==> config.mk <==
export PLATFORM = sky130hd
export DESIGN_NAME = load_store_unit_flat
export DESIGN_NICKNAME = d
export VERILOG_FILES = /design/src/rtl/load_store_unit_if.sv /design/src/rtl/load_store_unit.sv /design/src/flat_wrapper.sv
export SDC_FILE = /design/constraint.sdc
export NUM_CORES = 1
export LEC_CHECK = 0
export CAP_MARGIN = 15
export CORE_MARGIN = 3
export CORE_UTILIZATION = 36
export DETAILED_ROUTE_END_ITERATION = 7
export PLACE_DENSITY = 0.69
export SETUP_SLACK_MARGIN = 0.1
export SLEW_MARGIN = 40
export SYNTH_ARGS = -nofsm -noshare
export SYNTH_HDL_FRONTEND = slang
export SYNTH_SLANG_ARGS = --single-unit
==> constraint.sdc <==
create_clock -name clk -period 4.55 [get_ports clk]
set_input_delay 0.91 -clock clk [delete_from_list [all_inputs] [get_ports clk]]
set_output_delay 0.91 -clock clk [all_outputs]
set_load 0.005 [all_outputs]
==> src/rtl/load_store_unit_if.sv <==
// Request/response handshake plus word-wide data-memory bus for the load/store unit.
interface load_store_unit_if #(
  parameter int DATA_WIDTH = 32,
  parameter int ADDR_WIDTH = 32
);
  logic                  req_valid;
  logic                  req_ready;
  logic                  req_we;
  logic [2:0]            req_funct3;
  logic [ADDR_WIDTH-1:0] req_addr;
  logic [DATA_WIDTH-1:0] req_wdata;
  logic                  resp_valid;
  logic                  resp_ready;
  logic [DATA_WIDTH-1:0] resp_rdata;
  logic                  resp_err;
  logic                  mem_w_en;
  logic [ADDR_WIDTH-1:0] mem_addr;
  logic [DATA_WIDTH-1:0] mem_wdata;
  logic [DATA_WIDTH-1:0] mem_rdata;

  // Control unit and data memory together form the master side.
  modport master (
    output req_valid, req_we, req_funct3, req_addr, req_wdata, resp_ready, mem_rdata,
    input  req_ready, resp_valid, resp_rdata, resp_err, mem_w_en, mem_addr, mem_wdata
  );

  // The load/store unit.
  modport slave (
    input  req_valid, req_we, req_funct3, req_addr, req_wdata, resp_ready, mem_rdata,
    output req_ready, resp_valid, resp_rdata, resp_err, mem_w_en, mem_addr, mem_wdata
  );
endinterface

==> src/rtl/load_store_unit.sv <==
// Load/store unit: one request at a time, byte/halfword stores by read-modify-write,
// sign/zero-extended loads, misaligned/illegal requests answered with an error.
module load_store_unit #(
  parameter int DATA_WIDTH = 32,
  parameter int ADDR_WIDTH = 32
) (
  input logic               clk,
  input logic               rst,
  load_store_unit_if.slave  bus
);

  typedef enum logic [1:0] {S_IDLE, S_ACCESS, S_WRITE, S_RESP} state_e;

  state_e                state_q, state_d;
  logic                  we_q, we_d;
  logic [2:0]            funct3_q, funct3_d;
  logic [ADDR_WIDTH-1:0] addr_q, addr_d;
  logic [DATA_WIDTH-1:0] wdata_q, wdata_d;
  logic                  req_ready_q, req_ready_d;
  logic                  resp_valid_q, resp_valid_d;
  logic [DATA_WIDTH-1:0] resp_rdata_q, resp_rdata_d;
  logic                  resp_err_q, resp_err_d;
  logic                  mem_w_en_q, mem_w_en_d;
  logic [ADDR_WIDTH-1:0] mem_addr_q, mem_addr_d;
  logic [DATA_WIDTH-1:0] mem_wdata_q, mem_wdata_d;

  logic                  req_err;
  logic [7:0]            lane_byte;
  logic [15:0]           lane_half;
  logic [DATA_WIDTH-1:0] load_ext;
  logic [DATA_WIDTH-1:0] merged;

  // Classify the incoming request as misaligned or illegal.
  always_comb begin
    req_err = 1'b0;
    case (bus.req_funct3)
      3'b000:  req_err = 1'b0;
      3'b001:  req_err = bus.req_addr[0];
      3'b010:  req_err = (bus.req_addr[1:0] != 2'b00);
      3'b100:  req_err = bus.req_we;
      3'b101:  req_err = bus.req_we | bus.req_addr[0];
      default: req_err = 1'b1;
    endcase
  end

  // Select the addressed lane of the read word and extend it.
  always_comb begin
    lane_byte = '0;
    case (addr_q[1:0])
      2'd0: lane_byte = bus.mem_rdata[7:0];
      2'd1: lane_byte = bus.mem_rdata[15:8];
      2'd2: lane_byte = bus.mem_rdata[23:16];
      2'd3: lane_byte = bus.mem_rdata[31:24];
      default: lane_byte = '0;
    endcase
    lane_half = addr_q[1] ? bus.mem_rdata[31:16] : bus.mem_rdata[15:0];
    load_ext  = bus.mem_rdata;
    case (funct3_q)
      3'b000:  load_ext = {{24{lane_byte[7]}}, lane_byte};
      3'b001:  load_ext = {{16{lane_half[15]}}, lane_half};
      3'b100:  load_ext = {24'h000000, lane_byte};
      3'b101:  load_ext = {16'h0000, lane_half};
      default: load_ext = bus.mem_rdata;
    endcase
  end

  // Merge byte/halfword store data into the word read back from memory.
  always_comb begin
    merged = bus.mem_rdata;
    if (funct3_q[0] == 1'b0) begin
      case (addr_q[1:0])
        2'd0: merged[7:0]   = wdata_q[7:0];
        2'd1: merged[15:8]  = wdata_q[7:0];
        2'd2: merged[23:16] = wdata_q[7:0];
        2'd3: merged[31:24] = wdata_q[7:0];
        default: merged = bus.mem_rdata;
      endcase
    end else if (addr_q[1]) begin
      merged[31:16] = wdata_q[15:0];
    end else begin
      merged[15:0] = wdata_q[15:0];
    end
  end

  // Next-state and next-output logic; all outputs are registered, so values that must be
  // visible during a state are set on the edge that enters it.
  always_comb begin
    state_d      = state_q;
    we_d         = we_q;
    funct3_d     = funct3_q;
    addr_d       = addr_q;
    wdata_d      = wdata_q;
    req_ready_d  = req_ready_q;
    resp_valid_d = resp_valid_q;
    resp_rdata_d = resp_rdata_q;
    resp_err_d   = resp_err_q;
    mem_w_en_d   = mem_w_en_q;
    mem_addr_d   = mem_addr_q;
    mem_wdata_d  = mem_wdata_q;
    case (state_q)
      S_IDLE: begin
        if (bus.req_valid) begin
          we_d         = bus.req_we;
          funct3_d     = bus.req_funct3;
          addr_d       = bus.req_addr;
          wdata_d      = bus.req_wdata;
          req_ready_d  = 1'b0;
          resp_rdata_d = '0;
          resp_err_d   = req_err;
          if (req_err) begin
            resp_valid_d = 1'b1;
            state_d      = S_RESP;
          end else begin
            mem_addr_d = {bus.req_addr[ADDR_WIDTH-1:2], 2'b00};
            if (bus.req_we && (bus.req_funct3 == 3'b010)) begin
              mem_w_en_d  = 1'b1;
              mem_wdata_d = bus.req_wdata;
            end
            state_d = S_ACCESS;
          end
        end
      end
      S_ACCESS: begin
        if (!we_q) begin
          resp_rdata_d = load_ext;
          resp_valid_d = 1'b1;
          state_d      = S_RESP;
        end else if (funct3_q == 3'b010) begin
          mem_w_en_d   = 1'b0;
          resp_valid_d = 1'b1;
          state_d      = S_RESP;
        end else begin
          mem_wdata_d = merged;
          mem_w_en_d  = 1'b1;
          state_d     = S_WRITE;
        end
      end
      S_WRITE: begin
        mem_w_en_d   = 1'b0;
        resp_valid_d = 1'b1;
        state_d      = S_RESP;
      end
      S_RESP: begin
        if (bus.resp_ready) begin
          resp_valid_d = 1'b0;
          resp_rdata_d = '0;
          resp_err_d   = 1'b0;
          req_ready_d  = 1'b1;
          state_d      = S_IDLE;
        end
      end
      default: state_d = S_IDLE;
    endcase
  end

  // State and output registers with asynchronous reset.
  always_ff @(posedge clk or posedge rst) begin
    if (rst) begin
      state_q      <= S_IDLE;
      we_q         <= 1'b0;
      funct3_q     <= '0;
      addr_q       <= '0;
      wdata_q      <= '0;
      req_ready_q  <= 1'b1;
      resp_valid_q <= 1'b0;
      resp_rdata_q <= '0;
      resp_err_q   <= 1'b0;
      mem_w_en_q   <= 1'b0;
      mem_addr_q   <= '0;
      mem_wdata_q  <= '0;
    end else begin
      state_q      <= state_d;
      we_q         <= we_d;
      funct3_q     <= funct3_d;
      addr_q       <= addr_d;
      wdata_q      <= wdata_d;
      req_ready_q  <= req_ready_d;
      resp_valid_q <= resp_valid_d;
      resp_rdata_q <= resp_rdata_d;
      resp_err_q   <= resp_err_d;
      mem_w_en_q   <= mem_w_en_d;
      mem_addr_q   <= mem_addr_d;
      mem_wdata_q  <= mem_wdata_d;
    end
  end

  assign bus.req_ready  = req_ready_q;
  assign bus.resp_valid = resp_valid_q;
  assign bus.resp_rdata = resp_rdata_q;
  assign bus.resp_err   = resp_err_q;
  assign bus.mem_w_en   = mem_w_en_q;
  assign bus.mem_addr   = mem_addr_q;
  assign bus.mem_wdata  = mem_wdata_q;

endmodule
==> src/flat_wrapper.sv <==
// flat-port wrapper written by rule: the top's interface ports become plain ports
module load_store_unit_flat 
#(
  parameter int DATA_WIDTH = 32,
  parameter int ADDR_WIDTH = 32
)
  (clk, rst, bus_req_valid, bus_req_we, bus_req_funct3, bus_req_addr, bus_req_wdata, bus_resp_ready, bus_mem_rdata, bus_req_ready, bus_resp_valid, bus_resp_rdata, bus_resp_err, bus_mem_w_en, bus_mem_addr, bus_mem_wdata);
  load_store_unit_if #(.DATA_WIDTH(DATA_WIDTH), .ADDR_WIDTH(ADDR_WIDTH)) bus_i ();
  input logic clk;
  input logic rst;
  input wire logic [$bits(bus_i.req_valid)-1:0] bus_req_valid;
  input wire logic [$bits(bus_i.req_we)-1:0] bus_req_we;
  input wire logic [$bits(bus_i.req_funct3)-1:0] bus_req_funct3;
  input wire logic [$bits(bus_i.req_addr)-1:0] bus_req_addr;
  input wire logic [$bits(bus_i.req_wdata)-1:0] bus_req_wdata;
  input wire logic [$bits(bus_i.resp_ready)-1:0] bus_resp_ready;
  input wire logic [$bits(bus_i.mem_rdata)-1:0] bus_mem_rdata;
  output wire logic [$bits(bus_i.req_ready)-1:0] bus_req_ready;
  output wire logic [$bits(bus_i.resp_valid)-1:0] bus_resp_valid;
  output wire logic [$bits(bus_i.resp_rdata)-1:0] bus_resp_rdata;
  output wire logic [$bits(bus_i.resp_err)-1:0] bus_resp_err;
  output wire logic [$bits(bus_i.mem_w_en)-1:0] bus_mem_w_en;
  output wire logic [$bits(bus_i.mem_addr)-1:0] bus_mem_addr;
  output wire logic [$bits(bus_i.mem_wdata)-1:0] bus_mem_wdata;
  assign bus_i.req_valid = bus_req_valid;
  assign bus_i.req_we = bus_req_we;
  assign bus_i.req_funct3 = bus_req_funct3;
  assign bus_i.req_addr = bus_req_addr;
  assign bus_i.req_wdata = bus_req_wdata;
  assign bus_i.resp_ready = bus_resp_ready;
  assign bus_i.mem_rdata = bus_mem_rdata;
  assign bus_req_ready = bus_i.req_ready;
  assign bus_resp_valid = bus_i.resp_valid;
  assign bus_resp_rdata = bus_i.resp_rdata;
  assign bus_resp_err = bus_i.resp_err;
  assign bus_mem_w_en = bus_i.mem_w_en;
  assign bus_mem_addr = bus_i.mem_addr;
  assign bus_mem_wdata = bus_i.mem_wdata;
  load_store_unit #(.DATA_WIDTH(DATA_WIDTH), .ADDR_WIDTH(ADDR_WIDTH)) u_core (.clk(clk), .rst(rst), .bus(bus_i));
endmodule
# Yosys cells after proc, flatten, opt, wreduce, memory -nomap -nowiden
# Index checks and enable logic that the tools add are counted.
dict set report word_totals {
  ff_bits 122
  in_bits 104
  out_inout_bits 100
  word_cells 99
}
dict set report op_classes {
  n_bitwise 2
  n_eq_ne 23
  n_reduce_logical 18
  mux 44
}
# operator count
set ops {}
lappend ops {{32-bit 2-to-1 mux} 9}
lappend ops {{32-bit case mux with 4 select lines} 1}
lappend ops {{32-bit case mux with 3 select lines} 1}
lappend ops {{32-bit case mux with 2 select lines} 1}
lappend ops {{16-bit 2-to-1 mux} 3}
lappend ops {{8-bit 2-to-1 mux} 4}
lappend ops {{8-bit case mux with 4 select lines} 1}
lappend ops {{1-bit 2-to-1 mux} 14}
lappend ops {{3-bit equality test (second input constant)} 4}
lappend ops {{2-bit inequality test (second input constant)} 5}
lappend ops {{2-bit equality test (second input constant)} 4}
lappend ops {{2-bit 2-to-1 mux} 4}
lappend ops {{2-bit case mux with 4 select lines} 1}
lappend ops {{4-bit AND reduction} 2}
lappend ops {{3-bit by 1-bit equality test with 1-bit output (second input constant)} 2}
lappend ops {{3-bit by 2-bit equality test with 1-bit output (second input constant)} 2}
lappend ops {{3-bit logical NOT} 2}
lappend ops {{2-bit by 1-bit inequality test with 1-bit output (second input constant)} 3}
lappend ops {{3-bit AND reduction} 2}
lappend ops {{6-bit AND reduction} 1}
lappend ops {{2-bit nonzero test} 3}
lappend ops {{3-bit nonzero test} 2}
lappend ops {{1-bit case mux with 5 select lines} 1}
lappend ops {{5-bit AND reduction} 1}
lappend ops {{other kinds (10)} 14}

# Longest topological paths before layout
dict set report depth {
  depth_word 6
  mapped_depth 9
  mapped_depth_nobuf 6
}

# Worst setup path before layout
# OpenSTA, ideal clock, no wires.
dict set report synth_path {
  path_type {input -> register}
  from {in bus_req_funct3[0]}
  to {reg u_core.mem_wdata_q[0] (netlist: u_core.bus.mem_wdata[0])}
  arrival_time_ps 2349
  slack_ps 2076
  required_time_ps 4425
  setup_ps 125
  path_buffers 2
  stages 6
  path_cell_list {or4_4 > o21ai_2 > and3b_1 > buf_6 > buf_12 > mux2_4}
}
dict set report synth_between {
  elab_chain_cells 4
  word_cells_on_any_way 10
  classes_between {eq/ne (6); mux (1); reduce/logical (3)}
}
# item line
set synth_lines {}
lappend synth_lines {{from (decl)} flat_wrapper.sv:13} ;# input wire logic [$bits(bus_i.req_funct3)-1:0] bus_req_funct3;
lappend synth_lines {{3-bit equality test, or another cell as far along} load_store_unit.sv:36} ;# case (bus.req_funct3)
lappend synth_lines {{1-bit case mux with 5 select lines or 1-bit logical AND (tied branches)} {load_store_unit.sv:36, load_store_unit.sv:115}}
lappend synth_lines {{2-bit inequality test (no line) or 2-bit by 1-bit inequality test with 1-bit output (tied branches)} --}
lappend synth_lines {{6-bit AND reduction (no line) (*)} --}
lappend synth_lines {{to (signal assigned)} load_store_unit.sv:183} ;# mem_wdata_q <= mem_wdata_d;
lappend synth_lines {{to (decl)} load_store_unit.sv:25} ;# logic [DATA_WIDTH-1:0] mem_wdata_q, mem_wdata_d;
# Every way passes the cells marked *; elsewhere a longest branch is shown, timed or not.
# A chain may end at the register's enable or synchronous reset.

# Final worst setup path
dict set report layout_path {
  from {in bus_req_funct3[0]}
  to {reg u_core.mem_wdata_q[19] (netlist: u_core.bus.mem_wdata[19])}
}
# Same word-level chain as after synthesis.

==> impl_results.md <==
* Status: completed
* Worst setup SP type: primary input
* Syn Std Cell Area at approximately 0.0063 mm^2
* Vias per cell at about 5.4
* # diodes at 0
* Max stage delay on crit path at about 600 ps
* Area Overhead vs Synth at 43.43%
* Worst reg-to-reg path cell count at 7
* Clock sinks at about 120
* Largest net degree at the start of global routing at between 70 and 80
* GR met3 Demand/Resource at around 6.4%
* Initial DRC count at just over 400
* Setup crit start: bus_req_funct3[0]
* VDD IR max at 425.8 uV
* Final Critical Period at between 3000 and 4000 ps
* Root Driver: clkbuf_16
* Final Worst Setup Slack at between 1500 and 2000 ps
* Setup Skew at roughly 5.7 ps
* Die Area at approximately 0.019 mm^2
* Worst skew pair latency at around 420 ps
* Max Slew Vio Count at 0
* Critical path, cell by cell: clkdlybuf4s50_1 > or4_4 > o21ai_2 > and3b_2 > buf_12 > mux2_4
* Maximum level of the CTS H-tree at 4
* Via Count at roughly 5400
* Rows at 47
* Residual DRC at 0
* Main synth FF type: dfrtp_1
* Clk slew on worst S/H paths at 60 ps
* Sequential fraction of the synthesis area at 48.16%
* CTS tree: built
* Met1 GRT Util at about a quarter
* Core Box Area at about 0.017 mm^2
* Crit Path Class: in -> reg
* Static Leak at about 3.9 nW
* Avg WL per Cell at roughly 21 um
* Vias in the first global route at 5522
* FF-to-FF End: u_core.bus.resp_rdata[22]$_DFFE_PP0P_
* Post-CTS Hold Buffers at 0
* RSZ-0062 raised after global routing: false
* Post-synth ARST share at 100.0%
* Unique masters post-synth at 45
* MaxCap Viol Count at 0
* Met2 usage at a little over a third
* Synthesis-stage register bit count at 122
* Setup slack after placement at 1136 ps
* EDFF count, synth at 0
* Final Hold Vio Count at 0
* CP Data Arrival Time at approximately 3300 ps
* CP Max Fanout at 17
* Initial antenna violation count at 0
* Post-CTS Setup Bufs at 0
* Fmax at between 0.3 and 0.4 GHz
* DRT antenna net count at 0
* Total CTS buffers at 17
* Total grt overflow at 0
* Worst Path Required at 4850 ps
* Period utilisation layout at around 66%
* Syn Inst Count at 570
* Power density over the cells at between 700 and 800 mW/mm^2
* Drt total wl at just over 20000 um
* Die Wd at 138.7 um
* Sequential cell fraction of total power at roughly 30%
* Psw at ~2.5 mW
* Layer with the highest usage: met2
* Syn Area/Cell at 11.12 um^2
* Wire length of the first global-routing pass at around 31000 um
* Crit-path slowest cell: and3b_2
* CTS Buffer Depth at 2
* Storage cell area at 0.003055 mm^2
* TNS Setup at 0 ps
* Area of the multi-input gates at between 0.003 and 0.004 mm^2
* Slew headroom at between 40% and 50%
* Reg-to-Reg Start: u_core.state_q[1]$_DFFE_PP0P_
* Sw frac at around 36%
* Final #Nets at 864
* Filler cell count at around 1400
* Post-cts resize count at 0
* GRT Util Overall at roughly a fifth
* Boundary pin count at 204
* Worst setup EP type: register
* Measured slew at the worst slew-check pin at 775.4 ps
* Crit path to: u_core.bus.mem_wdata[19]$_DFFE_PP0P_
* PortBufs at 201
* Gpl congestion at about 0.9
* Internal power at about 4.3 mW
* 1st-pass router iterations at 5
* Initial core utilization at a little under two fifths
* Ys Warns at 0
* Die Ht at approximately 140 um
* Worst hold path type: reg -> reg
* Share of layout cells above drive strength 1 at between 10% and 20%
* Clk network pwr share at 20.1%
* Logic pwr share at about 50%
* HPWL Detailed at roughly 15000 um
* R2R setup slack at about 1700 ps
* Final setup violation count at 0
-- registers in the layout (all words and copies together), names as in the netlist --
signal,cells
u_core.we_q,1
u_core.bus.mem_addr,30
u_core.bus.mem_w_en,1
u_core.bus.resp_err,1
u_core.addr_q,2
u_core.wdata_q,16
u_core.bus.req_ready,1
u_core.funct3_q,3
u_core.state_q,2
u_core.bus.mem_wdata,32
u_core.bus.resp_valid,1
u_core.bus.resp_rdata,32
-- per-layer routing --
layer  wire [um]  vias up
li1            -     2433
met1        8213     2655
met2       10170      248
met3        1557       28
met4         368        0
met5           0        -
-- cells by family (layout without fill, tap and decap cells) --
group | count (synthesis) | in the layout | share of synthesized area [%]
muxes | 130 | 130 | 24.17
and+or+nand+nor | 123 | 123 | 9.235
AOI/OAI and AO/OA | 137 | 137 | 13.28
buffers and inverters | 53 | 251 | 4.301
other | 1 | 2 | 0.05914
adders and majority gates | 4 | 4 | 0.7893
DFF | 122 | 122 | 48.16
-- Yosys cell counts (2+ instances only) --
| cell type | count | area [um^2] |
|---|---|---|
| nand3_1 | 18 | 90.09 |
| nand2b_1 | 10 | 62.56 |
| buf_4 | 2 | 15.01 |
| o21ai_0 | 38 | 190.2 |
| o21ai_1 | 2 | 10.01 |
| nor2b_1 | 3 | 18.77 |
| dfrtp_1 | 121 | 3028 |
| buf_12 | 3 | 60.06 |
| or3_1 | 7 | 43.79 |
| or2_2 | 2 | 12.51 |
| o31ai_1 | 2 | 15.01 |
| mux2i_1 | 44 | 440.4 |
| inv_1 | 7 | 26.28 |
| a21oi_1 | 46 | 230.2 |
| a31oi_1 | 17 | 106.4 |
| nand2_1 | 55 | 206.5 |
| clkbuf_1 | 28 | 105.1 |
| mux2_4 | 30 | 450.4 |
| o221ai_1 | 16 | 140.1 |
| ha_1 | 4 | 50.05 |
| a21oi_2 | 2 | 17.52 |
| nor2_1 | 20 | 75.07 |
| buf_2 | 8 | 40.04 |
| mux2_2 | 55 | 619.3 |
| buf_1 | 3 | 11.26 |
| a32o_1 | 8 | 80.08 |
-- power groups by stage --
stage	Clock, mW	Sequential [mW]	Combinational (mW)
after global placement	0	2.00	3.26
final	1.36	2.02	3.38
after CTS	1.38	2.01	3.38
after global routing	1.42	2.07	3.65
after detailed placement	0	2.02	3.35
after floorplan	0	1.89	2.17
-- worst min path at each step --
stage	slack (ps)	start	to	cells past startpoint
4_1_cts	500	u_core.bus.mem_addr[4]$_DFFE_PP0P_	u_core.bus.mem_addr[4]$_DFFE_PP0P_	1
6_report	500	u_core.bus.resp_rdata[5]$_DFFE_PP0P_	u_core.bus.resp_rdata[5]$_DFFE_PP0P_	2
3_5_place_dp	490	u_core.bus.mem_addr[30]$_DFFE_PP0P_	u_core.bus.mem_addr[30]$_DFFE_PP0P_	1
5_1_grt	520	u_core.bus.mem_addr[26]$_DFFE_PP0P_	u_core.bus.mem_addr[26]$_DFFE_PP0P_	1
3_3_place_gp	490	u_core.bus.mem_addr[31]$_DFFE_PP0P_	u_core.bus.mem_addr[31]$_DFFE_PP0P_	1
2_1_floorplan	470	u_core.bus.resp_rdata[1]$_DFFE_PP0P_	u_core.bus.resp_rdata[1]$_DFFE_PP0P_	2
-- worst max-delay path: cells and delay by family --
| family | cells | cell delay [ps] |
|---|---|---|
| simple gates | 2 | 1170 |
| compound gates | 1 | 200 |
| buf+inv | 2 | 700 |
| mux | 1 | 320 |
-- cell type report --
class,instances,share of cell area [%]
repair buffers,211,23.08
multi-input cells,396,33.32
flip-flops and latches,122,33.59
well taps,220,3.027
clock inverters,11,1.307
clock buffers,21,5.283
inverters,8,0.3852
-- through the flow --
stage / power, mW / util (%) / instance area [um^2] / std cells / hold WS (ps)
after floorplan: 4.062 / - / 6345 / 571 / 473.3
after detailed placement: 5.372 / 50.12 / 8488 / 956 / 492.0
after global routing: 7.147 / 53.70 / 9095 / 989 / 515.9
final: 6.762 / 53.70 / 9095 / 989 / 502.4
after CTS: 6.764 / 53.66 / 9087 / 988 / 504.5
after global placement: 5.256 / 50.09 / 8483 / 956 / 486.0
-- cell usage in the layout, fill, tap and decap left out, types with 2 or more instances in the layout --
| master | n |
|---|---|
| mux2_2 | 55 |
| nand3_1 | 18 |
| a31oi_1 | 17 |
| dfrtp_1 | 120 |
| buf_4 | 9 |
| mux2_4 | 30 |
| nor2b_1 | 3 |
| nor2_1 | 20 |
| clkinv_2 | 4 |
| or3_1 | 7 |
| conb_1 | 2 |
| nand2b_1 | 10 |
| a32o_1 | 8 |
| clkbuf_8 | 4 |
| a21oi_2 | 2 |
| clkbuf_16 | 17 |
| mux2i_1 | 44 |
| bufinv_16 | 2 |
| o31ai_1 | 2 |
| ha_1 | 4 |
| o21ai_0 | 38 |
| nand2_1 | 54 |
| or2_2 | 2 |
| a21oi_1 | 46 |
| inv_1 | 6 |
| o21ai_1 | 2 |
| clkdlybuf4s50_1 | 201 |
| clkinvlp_4 | 4 |
| o221ai_1 | 16 |
No activity file was read; power rests on OpenSTA's default activity.
